==> src/rtl/custom_axi_result_fifo.sv <==
// -----------------------------------------------------------------------------
// custom_axi_result_fifo
//
// Downstream result buffer for the custom AXI IP datapath. Results from the
// processing core are captured into a first-word-fall-through FIFO that the
// AXI-lite read path drains with a valid/ready handshake. Occupancy, a
// watermark interrupt and sticky overflow / protocol-error flags are tracked.
//
// Optional feature macro: CUSTOM_AXI_RESULT_FIFO_STATS_EN
//   When defined, adds saturating push / drop statistics counters.
//
// Ports:
//   clk_i        in   clock, rising edge
//   rst_i        in   asynchronous active-high reset
//   res_data_i   in   [DATA_WIDTH:1] payload, [0] result-valid flag
//   res_en_i     in   core enable: 01 result present, 00 idle, 1x illegal
//   rd_valid_o   out  FIFO head valid
//   rd_ready_i   in   consumer accepts head
//   rd_data_o    out  FIFO head payload (don't-care while empty)
//   count_o      out  occupancy
//   full_o       out  occupancy == DEPTH
//   empty_o      out  occupancy == 0
//   irq_o        out  registered, high while occupancy >= WATERMARK
//   overflow_o   out  sticky, a result was dropped while full
//   proto_err_o  out  sticky, an illegal res_en_i code was seen
//   clear_i      in   synchronous flush of FIFO and sticky flags
//   push_cnt_o   out  (stats only) accepted pushes, saturating
//   drop_cnt_o   out  (stats only) overflow drops, saturating
// -----------------------------------------------------------------------------
module custom_axi_result_fifo #(
  parameter int DEPTH      = 8,
  parameter int DATA_WIDTH = 16,
  parameter int WATERMARK  = 4
) (
  input  logic                         clk_i,
  input  logic                         rst_i,
  input  logic [DATA_WIDTH:0]          res_data_i,
  input  logic [1:0]                   res_en_i,
  output logic                         rd_valid_o,
  input  logic                         rd_ready_i,
  output logic [DATA_WIDTH-1:0]        rd_data_o,
  output logic [$clog2(DEPTH):0]       count_o,
  output logic                         full_o,
  output logic                         empty_o,
  output logic                         irq_o,
  output logic                         overflow_o,
  output logic                         proto_err_o,
  input  logic                         clear_i
`ifdef CUSTOM_AXI_RESULT_FIFO_STATS_EN
  ,
  output logic [15:0]                  push_cnt_o,
  output logic [15:0]                  drop_cnt_o
`endif
);

  localparam int AW = $clog2(DEPTH);
  localparam int CW = AW + 1;

  logic [DATA_WIDTH-1:0] r_mem [DEPTH];
  logic [AW-1:0]         r_wptr;
  logic [AW-1:0]         r_rptr;
  logic [CW-1:0]         r_count;
  logic                  r_irq;
  logic                  r_ovf;
  logic                  r_perr;

  logic                  w_push_req;
  logic                  w_full;
  logic                  w_empty;
  logic                  w_pop;
  logic                  w_push;
  logic                  w_drop;
  logic                  w_illegal;
  logic [CW-1:0]         w_count_nxt;

  assign w_full     = (r_count == CW'(DEPTH));
  assign w_empty    = (r_count == '0);
  assign w_push_req = (res_en_i == 2'b01) && res_data_i[0];
  assign w_illegal  = res_en_i[1];

  // Clear discards any push or pop in the same cycle.
  assign w_pop  = !clear_i && !w_empty && rd_ready_i;
  // A full FIFO still accepts a push if the head leaves in the same cycle.
  assign w_push = !clear_i && w_push_req && (!w_full || w_pop);
  assign w_drop = !clear_i && w_push_req && w_full && !w_pop;

  always_comb begin
    w_count_nxt = r_count;
    if (clear_i) begin
      w_count_nxt = '0;
    end else begin
      w_count_nxt = r_count + CW'(w_push) - CW'(w_pop);
    end
  end

  always_ff @(posedge clk_i or posedge rst_i) begin
    if (rst_i) begin
      r_wptr  <= '0;
      r_rptr  <= '0;
      r_count <= '0;
      r_irq   <= 1'b0;
      r_ovf   <= 1'b0;
      r_perr  <= 1'b0;
    end else begin
      r_count <= w_count_nxt;
      // irq is registered from the next-state count so it moves with count_o.
      r_irq   <= (w_count_nxt >= CW'(WATERMARK));
      if (clear_i) begin
        r_wptr <= '0;
        r_rptr <= '0;
        r_ovf  <= 1'b0;
        r_perr <= 1'b0;
      end else begin
        if (w_push) r_wptr <= r_wptr + AW'(1);
        if (w_pop)  r_rptr <= r_rptr + AW'(1);
        if (w_drop) r_ovf  <= 1'b1;
        if (w_illegal) r_perr <= 1'b1;
      end
    end
  end

  // Storage array carries no reset; clear leaves contents untouched.
  always_ff @(posedge clk_i) begin
    if (w_push) begin
      r_mem[r_wptr] <= res_data_i[DATA_WIDTH:1];
    end
  end

  assign rd_data_o   = r_mem[r_rptr];
  assign rd_valid_o  = !w_empty;
  assign count_o     = r_count;
  assign full_o      = w_full;
  assign empty_o     = w_empty;
  assign irq_o       = r_irq;
  assign overflow_o  = r_ovf;
  assign proto_err_o = r_perr;

`ifdef CUSTOM_AXI_RESULT_FIFO_STATS_EN
  logic [15:0] r_push_cnt;
  logic [15:0] r_drop_cnt;

  function automatic logic [15:0] sat_inc(input logic [15:0] v);
    return (v == 16'hFFFF) ? v : v + 16'd1;
  endfunction

  always_ff @(posedge clk_i or posedge rst_i) begin
    if (rst_i) begin
      r_push_cnt <= '0;
      r_drop_cnt <= '0;
    end else if (clear_i) begin
      r_push_cnt <= '0;
      r_drop_cnt <= '0;
    end else begin
      if (w_push) r_push_cnt <= sat_inc(r_push_cnt);
      if (w_drop) r_drop_cnt <= sat_inc(r_drop_cnt);
    end
  end

  assign push_cnt_o = r_push_cnt;
  assign drop_cnt_o = r_drop_cnt;
`endif

endmodule

==> config.mk <==
export PLATFORM = sky130hd
export DESIGN_NAME = custom_axi_result_fifo
export DESIGN_NICKNAME = d
export VERILOG_FILES = /design/src/rtl/custom_axi_result_fifo.sv
export SDC_FILE = /design/constraint.sdc
export NUM_CORES = 1
export LEC_CHECK = 0
export ABC_AREA = 1
export BUFFER_PORTS_ARGS = -buffer_cell sky130_fd_sc_hd__clkbuf_2
export CORE_UTILIZATION = 46
export CTS_BUF_LIST = sky130_fd_sc_hd__clkbuf_16
export CTS_CLUSTER_SIZE = 12
export DETAILED_ROUTE_END_ITERATION = 10
export MAX_ROUTING_LAYER = met4
export PLACE_DENSITY_LB_ADDON = 0.12
export SLEW_MARGIN = 20
export SYNTH_ARGS = -nofsm -noshare
export SYNTH_HDL_FRONTEND = slang
export SYNTH_SLANG_ARGS = --single-unit
==> constraint.sdc <==
create_clock -name clk_i -period 2.8 [get_ports clk_i]
set_clock_uncertainty 0.1 [all_clocks]
set_input_delay 0 -clock clk_i [delete_from_list [all_inputs] [get_ports clk_i]]
set_output_delay 0 -clock clk_i [all_outputs]
set_load 0.05 [all_outputs]
==> flow_summary.toml, run 1 <==
[global_route]
grt_pass1_wl_mm = 18.9
use_met2_pct = 32.7
grt_overflow = 0
use_met1_pct = 25.9
grt_usage_pct = 20.7
grt_max_degree = 67
gr-usage-met3_pct = 5.24
grt_pass1_vias = 3672
grt_most_used_layer = "met2"
antenna_found_initial = 0

[worst_setup_path]
endpoint_kind = "flip-flop"
setup.worst_path.start = "count_o[2]"
crit_required_ps = 3000
reg2reg_to = "irq_o"
crit_end = "irq_o"
regToRegSetupSlack_ps = 440
crit_fanout = 6
arrival_ps = 2560
worstSetupPathType = "reg -> reg"
r2r_start = "count_o[2]"
r2r_cells = 10
critPathLaunchType = "flip-flop"

[yosys]
synth_top_area_share_pct = 65.8
ys_types = 29
ys.flop_type = "edfxtp_1"
synth-edff-count = 128
ys_top_cells_by_area = "edfxtp_1 (66%), nor2_1 (6.9%), dfrtp_1 (5.6%)"
synth_nets = 521
synth_seq_cells = 141
netlist_instances = 490
synth.most_common_cell = "edfxtp_1"
yosysSeqAreaShare_pct = 71.4
synth_top_area_cell = "edfxtp_1"
syn_area_um2 = 5840
async_reset_ff_share_pct = 9.22
syn_area_per_cell_um2 = 11.9
ys_warn_count = 0
synthTopCellsByCount = "edfxtp_1 (128), nor2_1 (107), nand2_1 (67), o21ai_0 (64), o21ai_1 (33)"

[sta]
min_period_over_period_pct = 84.3
tightest_slew_ps = 725
rsz0062_at_grt = "false"
maxSlewViolCount = 0
holdWs_ps = 18.7
fmax_ghz = 0.424
slew_headroom_pct = 51.4
setup_viol = 0
final_hold_viol_count = 0
post-route-min-period_ps = 2360

[hold_path]
hp-start = "res_data_i[0]"
hold_class = "in -> reg"

[clock_network]
h-tree-depth = 4
cts_tree = "yes"
cts_root_buffer = "clkbuf_16"
cts_buffer_depth = 2
cts.sinks = 141
ctsResizeCount = 0
cts_buffers = 17
clkLatencyLatePin_ps = 420
clk_pin_slew_ps = 60
post_cts_buffers = 0

[route]
dr.pass1.iters = 4
final_antenna_net_count = 0
drc_errors = 0
drt_wl_total_mm = 12.0
wl_per_cell_um = 16.0
via_per_inst = 4.97
vias = 3715
drtIter0Drc = 274

[floorplanning]
die_w_um = 115
initial_core_util_pct = 47.8
ios = 49
core-area_um2 = 12200
rows = 40
dieArea_um2 = 13100
die_h_um = 115

[power_and_ir_drop]
seqPwrFrac_pct = 38.1
ir_drop_mv = 0.433
power_frac_clock_pct = 33.7
power_density_nw_per_um2 = 887
power.switching_mw = 2.16
swShare_pct = 34.5
leakage_nw = 2.66
p_comb_share_pct = 28.2
p_int_mw = 4.09

[placement]
gp_congestion = 0.796
dp_hpwl_mm = 6.30
portBuffers = 48
place_inst = 694

[layout]
fillers = 1085
drive_gt1_share_pct = 17.8
antennaDiodeCount = 0
fin_nets = 598
area_growth_pct = 20.8
stdcell_count = 748

[run_status]
status = "finished, final reports clean"

[job]
maxCapViolations = 0
==> cell type report <==
type                            count  area [um^2]  share of cell area, %
Inverter                           16         60.1                  0.852
Clock buffer                       17          425                   6.03
Clock inverter                     15          130                   1.85
Timing Repair Buffer               83          583                   8.27
Multi-Input combinational cell    308         1470                   20.8
Sequential cell                   141         4170                   59.2
Tap cell                          168          210                   2.98
==> worst min path at each step <==
stage                  end  slack (ps)  cells past startpoint
4_1_cts         overflow_o           8                      6
3_3_place_gp     r_wptr[0]         -70                      2
2_1_floorplan   count_o[0]        -220                      1
5_1_grt         overflow_o          30                      6
6_report        overflow_o          20                      6
3_5_place_dp   proto_err_o         -60                      2
==> through the flow <==
stage          power [mW]  TNS (ps)  setup WS [ps]  cell area (um^2)  util, %
2_1_floorplan        3.81     -5130          -80.2              5850        -
3_3_place_gp         4.16         0            490              6270     51.4
3_5_place_dp         4.18         0            486              6270     51.4
4_1_cts              6.30         0            431              7050     57.7
5_1_grt              6.55         0            247              7050     57.7
6_report             6.25         0            440              7050     57.7
==> registers in the layout, summed over array words and instances (netlist names) <==
name	flops
r_mem	128
count_o	4
r_rptr	3
r_wptr	3
irq_o	1
overflow_o	1
proto_err_o	1
==> what timing repair did <==
action,CTS,global route
hold buffers,22,0
endpoints found under the setup margin,0,0
hold endpoints to repair,152,0
==> per-layer routing <==
metal / vias up / wire [um]
met5: - / 0
met1: 1769 / 5520
met4: 0 / 148
li1: 1856 / -
met3: 11 / 473
met2: 79 / 5810
==> cell families after synthesis <==
kind of cell | synth area share (%)
AND/OR/NAND/NOR | 14.3
XOR/XNOR | 0.450
adder cells (fa/ha/maj) | 1.84
flip-flops | 71.4
AO/OA/AOI/OAI | 8.51
buffers and inverters | 3.54
==> critical path: stages (launching register included) <==
cell and delay [ps]:
dfrtp_2 400, inv_1 100, ha_1 180, nor3b_4 230, nand2_2 170, nand3_1 100
nand2_1 50, ha_1 200, fa_1 390, xnor2_1 210, a21oi_1 100
==> cells in the final DEF (no fill, tap or decap), drive strengths merged <==
cell and count:
edfxtp 128, nor2 112, o21ai 97, nand2 70, clkbuf 65, dlygate4sd3 22
inv 15, buf 13, dfrtp 13, clkinv 12, nand3 11, ha 7
xnor2 2, bufinv 2, clkinvlp 2, nor3b 1, nor3 1, nand3b 1
or2 1, nand4 1, a21oi 1, o22ai 1, xor2 1, fa 1
==> power groups by stage <==
| stage | sequential, mW | clock, mW | combinational, mW |
|---|---|---|---|
| 6_report | 2.38 | 2.11 | 1.76 |
| 5_1_grt | 2.39 | 2.23 | 1.94 |
| 4_1_cts | 2.38 | 2.13 | 1.79 |
| 3_5_place_dp | 2.42 | 0 | 1.75 |
| 3_3_place_gp | 2.42 | 0 | 1.74 |
| 2_1_floorplan | 2.51 | 0 | 1.30 |
(Power assumes the default switching activity.)
==> inputs of run 2 (changes only) <==
- clock period: 2.8 -> 2.05 ns (I/O delays scaled with it)
==> run 2 against run 1 <==
  * The flow now finishes with violations (negative setup slack)
  * Global-route usage up 0.62 points
  * Via count up 5.7%
  * Register-to-register slack worse by 490 ps
  * Non-clock buffer count up 17
  * Clock power up 47%
  * Worst setup slack worse by 490 ps
  * Hold slack better by 19 ps
  * Sequential power up 37%
  * Critical endpoint is now count_o[1]
  * Largest cell class unchanged
==> flow_summary.toml, run 2 (synthesis results as in run 1) <==
[global_route]
grt_pass1_wl_mm = 19.7
grt_usage_pct = 21.3
antenna_found_initial = 0
grt_overflow = 0
grt_pass1_vias = 3786
grt_max_degree = 67

[worst_setup_path]
endpoint_kind = "flip-flop"
arrival_ps = 2330
worstSetupPathType = "reg -> reg"
crit_required_ps = 2280
critPathLaunchType = "flip-flop"
crit_fanout = 3

[route]
dr.pass1.iters = 4
drc_errors = 0
via_per_inst = 5.14
vias = 3926
final_antenna_net_count = 0
wl_per_cell_um = 17.4
drtIter0Drc = 228
drt_wl_total_mm = 13.3

[floorplanning]
core-area_um2 = 12200
die_w_um = 115
ios = 49
die_h_um = 115
dieArea_um2 = 13100
rows = 40
initial_core_util_pct = 47.8

[power_and_ir_drop]
power_density_nw_per_um2 = 1240
power.switching_mw = 3.21
power_mw = 9.47
seqPwrFrac_pct = 34.4
leakage_nw = 2.86
p_comb_share_pct = 32.7
p_int_mw = 6.27
ir_drop_mv = 0.629
power_frac_clock_pct = 32.9
swShare_pct = 33.8

[sta]
fin_setup_tns_ps = -68.1
setup_viol = 2
tightest_slew_ps = 531
final_hold_viol_count = 0
maxSlewViolCount = 0
min_period_over_period_pct = 102
post-route-min-period_ps = 2100
rsz0062_at_grt = "true"
setup_ws_ps = -47.3
slew_headroom_pct = 64.6
fmax_ghz = 0.477
holdWs_ps = 37.7

[clock_network]
h-tree-depth = 4
cts_buffer_depth = 2
cts.sinks = 141
cts_root_buffer = "clkbuf_16"
clkLatencyLatePin_ps = 410
cts_buffers = 17
cts_tree = "yes"
clk_pin_slew_ps = 60

[layout]
fin_nets = 615
fin_util_pct = 62.6
final_common_cell = "edfxtp_1"
mostFrequentLayoutCells = "edfxtp_1 (128), nor2_1 (101), nand2_1 (65)"
seqCellArea_um2 = 4180
multiInputGateArea_um2 = 1630
top_register = "r_mem"
largest_reg_flops = 128
stdcell_count = 764
antennaDiodeCount = 0
stdcell_area_um2 = 7640
fillers = 980
drive_gt1_share_pct = 24.3
area_growth_pct = 30.9

[placement]
place_inst = 699
gp_congestion = 0.777
placed_area_um2 = 6530
dp_slack_ps = -14.9
dp_hpwl_mm = 6.56
portBuffers = 48

[hold_path]
hold_class = "in -> reg"

[run_status]
status = "finished with violations"
violations = "negative setup slack"

[job]
maxCapViolations = 0
-- run 2: cell types whose count changed in the layout (fill, tap and decap cells not counted), sizes merged --
cell         previous run  this run
bufinv                  2         4
clkbuf                 65        61
dlygate4sd3            22        21
inv                    15        16
buf                    13        35
clkinv                 12         7
clkinvlp                2         3
-- run 2: area by class of cell --
| type | count | area share, % |
|---|---|---|
| repair buffers | 100 | 12.5 |
| clock buffers | 17 | 5.56 |
| flip-flops and latches | 141 | 54.6 |
| clock inverters | 14 | 2.32 |
| well taps | 168 | 2.75 |
| inverters | 16 | 0.933 |
| multi-input cells | 308 | 21.3 |
-- run 2: final timing paths --
kind                             startpoint          to  slack [ps]  depth (start not counted)
worst min register to register   overflow_o  overflow_o         400                          2
min in group asynchronous             rst_i  count_o[2]          50                          3
worst min-delay path            res_en_i[0]  overflow_o          40                          6
max in group asynchronous             rst_i   r_rptr[0]        1410                          3
worst max-delay path             count_o[2]  count_o[1]         -50                         10
worst max register to register   count_o[2]  count_o[1]         -50                         10
-- run 2: power by group through the flow --
stage	logic [mW]	clock network [mW]	registers, mW
global route	3.35	3.29	3.26
global placement	2.52	0	3.31
finish	3.10	3.11	3.26
detailed placement	2.56	0	3.32
CTS	2.77	3.16	3.27
floorplan	1.83	0	3.44
-- run 2: layer usage --
| metal | global-route usage, % | part of all wire (%) | wire length [um] | vias up |
|---|---|---|---|---|
| met3 | 5.08 | 5.5 | 726 | 12 |
| met4 | 6.84 | 1.1 | 140 | 0 |
| met1 | 28.9 | 44 | 5810 | 1911 |
| met5 | - | 0 | 0 | - |
| met2 | 32.0 | 50 | 6610 | 105 |
| li1 | - | - | - | 1898 |
-- run 2: worst max-delay path, stage by stage, from the launching register on --
cell     delay [ps]
dfrtp_2         420
inv_4            90
ha_4            140
nor3b_4         230
nand2_4          80
nand3_4          70
nand2_4          50
ha_4            160
fa_2            530
inv_2            40
nor2_2          100
-- run 2: what timing repair did --
action / 4_1_cts / 5_1_grt
setup endpoints to repair: 15 / 148
setup buffers: 3 / 6
cloned: 1 / 4
hold buffers: 21 / 0
resized for setup: 11 / 41
pin swaps: 8 / 10
endpoints found under the hold margin: 151 / 0
